File: src/rtl/sdram_arbiter.sv
// rtl/sdram_arbiter.sv - Shares the SDRAM command controller between refresh, camera writes and display reads.
// Optional feature macro SDRAM_ARB_RR_EN: writes and reads alternate when both request.
module sdram_arbiter #(
  parameter int ADDR_W     = 24,
  parameter int REF_PERIOD = 1040,
  parameter int CNT_W      = 11
) (
  input  logic              sclk,
  input  logic              rst_n,
  input  logic              init_done,
  input  logic              wr_req,
  input  logic [ADDR_W-1:0] wr_addr,
  input  logic              rd_req,
  input  logic [ADDR_W-1:0] rd_addr,
  output logic              wr_ack,
  output logic              rd_ack,
  output logic              op_valid,
  output logic [1:0]        op_code,
  output logic [ADDR_W-1:0] op_addr,
  input  logic              op_done,
  output logic              ref_miss
);

  typedef enum logic [2:0] {
    S_INIT,
    S_IDLE,
    S_REF,
    S_WR,
    S_RD,
    S_DONE
  } state_t;

  localparam logic [1:0]       OP_NONE  = 2'b00;
  localparam logic [1:0]       OP_REF   = 2'b01;
  localparam logic [1:0]       OP_WR    = 2'b10;
  localparam logic [1:0]       OP_RD    = 2'b11;
  localparam logic [CNT_W-1:0] CNT_LAST = CNT_W'(REF_PERIOD - 1);

  state_t              state_q, state_d;
  logic [CNT_W-1:0]    cnt_q, cnt_d;
  logic                ref_pending_q, ref_pending_d;
  logic                ref_miss_q, ref_miss_d;
  logic                wr_req_q, rd_req_q;
  logic [ADDR_W-1:0]   wr_addr_q, rd_addr_q;
  logic                op_valid_q, op_valid_d;
  logic [1:0]          op_code_q, op_code_d;
  logic [ADDR_W-1:0]   op_addr_q, op_addr_d;
  logic                wr_ack_q, wr_ack_d;
  logic                rd_ack_q, rd_ack_d;
  logic                ref_expire;
  logic                ref_done;
  logic                wr_wins;

`ifdef SDRAM_ARB_RR_EN
  // 1 = the last write/read grant went to the read side, so a write wins the next tie
  logic                last_rd_q, last_rd_d;

  assign wr_wins = wr_req_q && (!rd_req_q || last_rd_q);
`else
  assign wr_wins = wr_req_q;
`endif

  // Requests and addresses are sampled once so arbitration never sees a mid-cycle change
  always_ff @(posedge sclk or negedge rst_n) begin
    if (!rst_n) begin
      wr_req_q  <= 1'b0;
      rd_req_q  <= 1'b0;
      wr_addr_q <= '0;
      rd_addr_q <= '0;
    end else begin
      wr_req_q  <= wr_req;
      rd_req_q  <= rd_req;
      wr_addr_q <= wr_addr;
      rd_addr_q <= rd_addr;
    end
  end

  always_comb begin
    cnt_d      = cnt_q;
    ref_expire = 1'b0;
    if (state_q != S_INIT) begin
      if (cnt_q == CNT_LAST) begin
        cnt_d      = '0;
        ref_expire = 1'b1;
      end else begin
        cnt_d = cnt_q + 1'b1;
      end
    end
  end

  assign ref_done = (state_q == S_REF) && op_done;

  // A new expiry landing on the completion cycle re-arms the request instead of counting as a miss
  always_comb begin
    ref_pending_d = ref_pending_q;
    if (ref_expire) begin
      ref_pending_d = 1'b1;
    end else if (ref_done) begin
      ref_pending_d = 1'b0;
    end
    ref_miss_d = ref_miss_q | (ref_expire & ref_pending_q & ~ref_done);
  end

  always_comb begin
    state_d    = state_q;
    op_valid_d = op_valid_q;
    op_code_d  = op_code_q;
    op_addr_d  = op_addr_q;
    wr_ack_d   = 1'b0;
    rd_ack_d   = 1'b0;
`ifdef SDRAM_ARB_RR_EN
    last_rd_d  = last_rd_q;
`endif
    case (state_q)
      S_INIT: begin
        if (init_done) begin
          state_d = S_IDLE;
        end
      end
      S_IDLE: begin
        if (ref_pending_q) begin
          state_d    = S_REF;
          op_valid_d = 1'b1;
          op_code_d  = OP_REF;
          op_addr_d  = '0;
        end else if (wr_wins) begin
          state_d    = S_WR;
          op_valid_d = 1'b1;
          op_code_d  = OP_WR;
          op_addr_d  = wr_addr_q;
`ifdef SDRAM_ARB_RR_EN
          last_rd_d  = 1'b0;
`endif
        end else if (rd_req_q) begin
          state_d    = S_RD;
          op_valid_d = 1'b1;
          op_code_d  = OP_RD;
          op_addr_d  = rd_addr_q;
`ifdef SDRAM_ARB_RR_EN
          last_rd_d  = 1'b1;
`endif
        end
      end
      S_REF, S_WR, S_RD: begin
        if (op_done) begin
          state_d    = S_DONE;
          op_valid_d = 1'b0;
          op_code_d  = OP_NONE;
          op_addr_d  = '0;
          wr_ack_d   = (state_q == S_WR);
          rd_ack_d   = (state_q == S_RD);
        end
      end
      S_DONE: begin
        // One dead cycle so the acked requester's dropped req reaches the input register
        state_d = S_IDLE;
      end
      default: begin
        state_d = S_INIT;
      end
    endcase
  end

  always_ff @(posedge sclk or negedge rst_n) begin
    if (!rst_n) begin
      state_q       <= S_INIT;
      cnt_q         <= '0;
      ref_pending_q <= 1'b0;
      ref_miss_q    <= 1'b0;
      op_valid_q    <= 1'b0;
      op_code_q     <= OP_NONE;
      op_addr_q     <= '0;
      wr_ack_q      <= 1'b0;
      rd_ack_q      <= 1'b0;
`ifdef SDRAM_ARB_RR_EN
      last_rd_q     <= 1'b1;
`endif
    end else begin
      state_q       <= state_d;
      cnt_q         <= cnt_d;
      ref_pending_q <= ref_pending_d;
      ref_miss_q    <= ref_miss_d;
      op_valid_q    <= op_valid_d;
      op_code_q     <= op_code_d;
      op_addr_q     <= op_addr_d;
      wr_ack_q      <= wr_ack_d;
      rd_ack_q      <= rd_ack_d;
`ifdef SDRAM_ARB_RR_EN
      last_rd_q     <= last_rd_d;
`endif
    end
  end

  assign op_valid = op_valid_q;
  assign op_code  = op_code_q;
  assign op_addr  = op_addr_q;
  assign wr_ack   = wr_ack_q;
  assign rd_ack   = rd_ack_q;
  assign ref_miss = ref_miss_q;

endmodule

File: config.mk
export PLATFORM = sky130hd
export DESIGN_NAME = sdram_arbiter
export DESIGN_NICKNAME = d
export VERILOG_FILES = /design/src/rtl/sdram_arbiter.sv
export SDC_FILE = /design/constraint.sdc
export NUM_CORES = 1
export LEC_CHECK = 0
export ABC_AREA = 1
export BUFFER_PORTS_ARGS = -buffer_cell sky130_fd_sc_hd__clkbuf_2
export CORE_MARGIN = 1
export CORE_UTILIZATION = 30
export DETAILED_ROUTE_END_ITERATION = 7
export PLACE_DENSITY = 0.58
export SLEW_MARGIN = 20
export SYNTH_ARGS = -nofsm -noshare
export SYNTH_HDL_FRONTEND = slang
export SYNTH_SLANG_ARGS = --single-unit
File: constraint.sdc
create_clock -name sclk -period 2.8 [get_ports sclk]
set_clock_uncertainty 0.2 [all_clocks]
set_input_delay 0.56 -clock sclk [delete_from_list [all_inputs] [get_ports sclk]]
set_output_delay 0.56 -clock sclk [all_outputs]
set_load 0.01 [all_outputs]
## Word level (Yosys, flattened, before mapping)

Cells that the tools add are included.

- Reduce and logical (&&, ||, !) cells: 8
- Eq/ne operators: 9
- Bitwise operators: 4
- Add/sub/neg operators: 1
- Muxes and demuxes: 30

Operators by type and width:

| operator | count |
|---|---|
| 2-to-1 mux 24 bit | 4 |
| case mux 24 bit (2 select lines) | 1 |
| 2-to-1 mux 3 bit | 5 |
| 2-to-1 mux 1 bit | 12 |
| case mux 3 bit (4 select lines) | 1 |
| adder 11 x 1 -> 11 bit (second input constant) | 1 |
| == test 11 bit (second input constant) | 1 |
| 2-to-1 mux 11 bit | 1 |
| 2-to-1 mux 2 bit | 4 |
| == test 3 x 2 -> 1 bit (second input constant) | 2 |
| == test 3 bit (second input constant) | 2 |
| AND reduction 3 bit | 2 |
| inequality test 2 bit (second input constant) | 2 |
| inequality test 4 bit (second input constant) | 1 |
| case mux 2 bit (2 select lines) | 1 |
| nonzero test 2 bit | 2 |
| == test 3 x 1 -> 1 bit (second input constant) | 1 |
| zero test 3 bit | 1 |
| nonzero test 3 bit | 1 |
| OR reduction 3 bit | 1 |
| bitwise AND 1 bit | 2 |
| case mux 1 bit (2 select lines) | 1 |
| logical AND 1 bit | 1 |
| inverter 1 bit | 1 |
| OR 1 bit | 1 |

- Output and inout bits: 30
- Input port bits: 54
- Bits in registers: 95

## Logic depth before layout (Yosys ltp)

- Depth after elaboration: 6
- Gate-level depth with buffers: 9
- Gate-level depth less buffers: 8

## Least setup slack after synthesis

Ideal clock, no wire load.

- Path kind: register to register
- Start point: reg wr_req_q
- End point: reg op_addr_q[10], in the netlist op_addr[10]
- Arrival: 1166 ps
- Data required time: 2483 ps
- Setup slack: 1317 ps
- Cell stages (with the launch flop): 7
- Buffers on the path: 2
- Clock period less this slack: 1483 ps
- Cells stage by stage: dfrtp_1 -> buf_2 -> nor2_4 -> nand4_4 -> clkbuf_1 -> nand4_1 -> nand2_1

- Word-level cells in the longest chain between the ends: 3
- Elaborated cells between the ends (all ways): 5
- Classes of those cells: 1 x eq/ne; 3 x mux; 1 x reduce/logical

Ends and longest elaborated chain:

| element | RTL line | text |
|---|---|---|
| start, declared | 43 | `logic wr_req_q, rd_req_q;` |
| start signal, assigned | 71 | `wr_req_q <= wr_req;` |
| 2-to-1 mux 24 bit | 126 | `end else if (wr_wins) begin` |
| 2-to-1 mux 24 bit | 121 | `if (ref_pending_q) begin` |
| case mux 24 bit (2 select lines) | 114 | `case (state_q)` |
| end signal, assigned | 185 | `op_addr_q <= op_addr_d;` |
| end, declared | 47 | `logic [ADDR_W-1:0] op_addr_q, op_addr_d;` |

Parallel ways exist; a longest one is shown, timed or not.
A chain may end at the register's enable or synchronous reset.

## Final worst setup path

- Start point: reg state_q[2]
- End point: reg op_addr_q[10], in the netlist op_addr[10]

- Word-level cells in the longest chain between the ends: 4
- Elaborated cells between the ends (all ways): 10
- Classes of those cells: 6 x eq/ne; 1 x mux; 3 x reduce/logical

Ends and longest elaborated chain:

| element | RTL line | text |
|---|---|---|
| start, declared | 39 | `state_t state_q, state_d;` |
| start signal, assigned | 179 | `state_q <= state_d;` |
| == test 3 x 2 -> 1 bit or == test 3 bit (tied branches) | 114 |  |
| OR reduction 3 bit | 114 |  |
| inequality test 2 bit (no line) or nonzero test 2 bit (tied branches) | -- |  |
| AND reduction 3 bit (no line) | -- |  |

Parallel ways exist; a longest one is shown, timed or not.

==> results.txt <==
The run finished with clean final reports. For this design the static power due to leakage is 0.002482 uW. The logs give 2.88 ns for the critical path data required time and 0.70 ns for the register-to-register setup slack.

Measured against its own limit, the worst slew margin works out to 54.16%. Dividing the detail-routed via count by the number of cells gives 4.391. The Yosys step of the flow raised 0 warnings.

After routing the design area is 0.004624 mm^2. In this run the critical register-to-register path is launched from state_q[2]$_DFFE_PN0P_. The total half-perimeter wirelength after legalization and detailed placement is 5564 um. The latest clock arrival within the worst-skew pair is 0.34 ns. The endpoint identified for the worst register-to-register timing path is op_addr[10]$_DFFE_PN0P_. The number of different library cells used by synthesis comes to 23. The number of gates resized after CTS was 0. The tools report the final weighted congestion in routability-driven placement as 0.7775. The power density over the cells was 971.2 mW/mm^2. Setup violations remaining at the end of the flow were counted as 0.

For this run, asynchronously set or reset flops after synthesis account for 100.0%. Traced cell by cell, the critical path runs through nor2_2 -> nand4_4 -> nand3_4 -> nand2_1 -> nand2_1. Setup total negative slack on the finished layout was measured at 0 ns. In this run the tool buffered the top-level ports with 83 buffer cells.

The final count of hold timing violations was 0; the fraction of layout cells with a size suffix above 1 was 24.89%. Data on the critical path arrives at its endpoint at 2.18 ns. The mean instance size in the synthesized netlist works out to 9.645 um^2. The biggest fanout along the worst timing path is 31. Once the clock tree was built, the setup fixing pass inserted 0 buffers.

Measured along the x axis, the die boundary spans 113.7 um. The tools report the sort of element at the end of the critical path as a flop. For the post-synthesis net count, the log shows 443. Global routing consumed, over all layers together, 13.67% of the routing resources. The final layout contains 524 nets. The measured slew at the worst slew-check pin came out at 0.6876 ns.

Across the run, the number of max-cap violations was 0. Row generation in the floorplan step produced 40 rows. The classification of the worst-slack hold path was in -> async. The cell sitting at the root of the clock tree is a sky130_fd_sc_hd__clkbuf_16. Library cell appearing most often on the critical path: sky130_fd_sc_hd__nand2_1. Among all stages on the critical path, the largest delay is contributed by sky130_fd_sc_hd__nand3_4.

The first global-routing pass estimated 13,480 um of wire. The number of H-tree levels was 3; the sink count of the clock tree was 95. For this run, the register share of the synthesized area comes to 63.52%.

Compared with the post-synthesis result, the final layout area differs by 23.57%. Counting the buffers created by CTS gives 9. In this run the vertical extent of the chip is 113.7 um. For this run, the slowest stage of the critical path takes 0.48 ns. Hold repair after CTS inserted 0 buffers. In this run the standard cell core region covers 0.01206 mm^2. For the total congestion overflow, the log shows 0. The routed layout has 2,819 vias. The run gives 2 as the largest buffer count on any clock path. The number of global-route vias before repair was 2,730.

The tools report the number of iterations in the first detailed-routing pass as 4. Measured in cells, the most critical reg-to-reg path has a length of 5. The logs give 388 for the synthesized netlist cell count and 476.8 MHz for the achievable clock frequency. The run gives 0 as the count of final max-slew check failures.

In this run, synthesis inferred 0 flip-flops with an integrated enable. Setup repair after global routing left no endpoint under its margin. TritonCTS built the clock tree. The critical path in this run is classified as reg -> reg. Entering global routing, the biggest net connects 54 pins. Kind of launch point of the worst setup path: a flop. For this block, the routed nets add up to 8066 um of wire.

The number of antenna violations at the first check in global routing came out at 0. The critical path ends at op_addr[10]$_DFFE_PN0P_. The cell area that synthesis handed to floorplanning was 0.003742 mm^2. The count of nets left with antenna violations once routing finished came out at 0.

The most critical setup path has its startpoint at state_q[2]$_DFFE_PN0P_. The tools report the number of antenna cells inserted as 0. Summing all placed instances gives a cell area of 0.004310 mm^2.

The DRC marker count from the first detailed-route iteration is 129, and the starting utilization of the core area is 31.03%. Excluding fillers, the count of instances in the completed layout stands at 642. The flip-flop and latch count after synthesis came out at 95. I/O pin count: 84. The most used flip-flop cell after synthesis is sky130_fd_sc_hd__dfrtp_1.

Clock-pin transition on the worst setup and hold timing paths: 0.07 ns. The minimum setup slack after placement is 0.7204 ns, and the die footprint is 0.01293 mm^2. In the routed design, unresolved DRC markers number 0. In this run, placement finished with an instance count of 626.

The maximum vdd ir drop is 0.4126 mV, and the post-layout minimum cycle time is 2.097 ns. In the post-route analysis, the smallest setup slack over all paths is 0.7028 ns. The final critical path takes up 74.90% of the cycle. After detailed routing, the average wire length per cell comes to 12.56 um.
cell type report:
cell class | instances | area, um^2
clock buffer | 11 | 252.7
clock inverter | 5 | 61.31
fill | 1219 | 7437
inverter | 21 | 78.83
multi-input combinational | 254 | 1176
sequential | 95 | 2377
tap | 168 | 210.2
timing repair buffer | 88 | 467.9
critical path: cells and delay by family (launching register included):
kind,cells,cell delay [ns]
AND/OR/NAND/NOR,5,1.36
flip-flops,1,0.45
metal layers:
metal	vias up	GRT usage [%]	routed length [um]
met5	-	0	0
met4	0	6.842	148
met3	10	3.241	445
met2	72	21.50	3867
met1	1319	17.69	3605
li1	1418	-	-
worst min-delay path by stage:
stage / from / to / slack [ns] / cells past startpoint
5_1_grt: rd_addr[15] / rd_addr_q[15]$_DFF_PN0_ / 0.10 / 1
4_1_cts: rst_n / rd_req_q$_DFF_PN0_ / 0.09 / 1
6_report: rst_n / cnt_q[1]$_DFFE_PN0P_ / 0.06 / 1
2_1_floorplan: rst_n / cnt_q[0]$_DFFE_PN0P_ / 0.06 / 0
3_3_place_gp: op_addr[13]$_DFFE_PN0P_ / op_addr[13]$_DFFE_PN0P_ / 0.26 / 2
3_5_place_dp: op_addr[4]$_DFFE_PN0P_ / op_addr[4]$_DFFE_PN0P_ / 0.26 / 2
state kept, by name (all words and copies together) (netlist names):
| name | flops |
|---|---|
| wr_req_q | 1 |
| ref_pending_q | 1 |
| op_addr | 24 |
| cnt_q | 11 |
| wr_ack | 1 |
| wr_addr_q | 24 |
| op_code | 2 |
| state_q | 3 |
| rd_addr_q | 24 |
| op_valid | 1 |
| rd_ack | 1 |
| ref_miss | 1 |
| rd_req_q | 1 |
logic make-up after synthesis:
logic type | after synthesis | synth area share [%]
simple gates | 242 | 29.25
flops | 95 | 63.52
buf+inv | 39 | 5.048
compound gates | 8 | 1.137
xor+xnor | 3 | 0.7022
fa+ha+maj | 1 | 0.3343
Yosys cell counts (3+ instances only):
master / n / area share, %
sky130_fd_sc_hd__nand3_1: 39 / 5.2
sky130_fd_sc_hd__clkbuf_1: 6 / 0.60
sky130_fd_sc_hd__xor2_1: 3 / 0.70
sky130_fd_sc_hd__dfrtp_1: 95 / 64
sky130_fd_sc_hd__inv_2: 5 / 0.50
sky130_fd_sc_hd__o21ai_0: 5 / 0.67
sky130_fd_sc_hd__nor2_1: 15 / 1.5
sky130_fd_sc_hd__buf_6: 4 / 1.2
sky130_fd_sc_hd__buf_2: 7 / 0.94
sky130_fd_sc_hd__nand4_1: 30 / 5.0
sky130_fd_sc_hd__nand2_1: 148 / 15
sky130_fd_sc_hd__inv_1: 16 / 1.6
stage by stage:
step,utilization [%],hold WS [ns],power [uW]
floorplan,-,0.06441,2874
global placement,35.74,0.2564,3228
detailed placement,35.74,0.2626,3269
CTS,38.34,0.08757,4562
global route,38.34,0.1033,4846
finish,38.34,0.05793,4491
cell usage in the layout (no fill, tap or decap), types with 5 or more instances in the layout:
| cell type | instances |
|---|---|
| sky130_fd_sc_hd__o21ai_0 | 5 |
| sky130_fd_sc_hd__nand3_1 | 39 |
| sky130_fd_sc_hd__nand2_1 | 148 |
| sky130_fd_sc_hd__dfrtp_1 | 95 |
| sky130_fd_sc_hd__clkbuf_16 | 9 |
| sky130_fd_sc_hd__buf_4 | 5 |
| sky130_fd_sc_hd__inv_1 | 16 |
| sky130_fd_sc_hd__nor2_1 | 15 |
| sky130_fd_sc_hd__clkbuf_2 | 82 |
| sky130_fd_sc_hd__inv_2 | 5 |
| sky130_fd_sc_hd__nand4_1 | 30 |
power by group:
group,switching (uW),internal [uW],total (uW)
clock,525,749,1270
sequential,177,1640,1810
combinational,952,453,1400
Note: power is estimated with default switching activity, not from simulation.
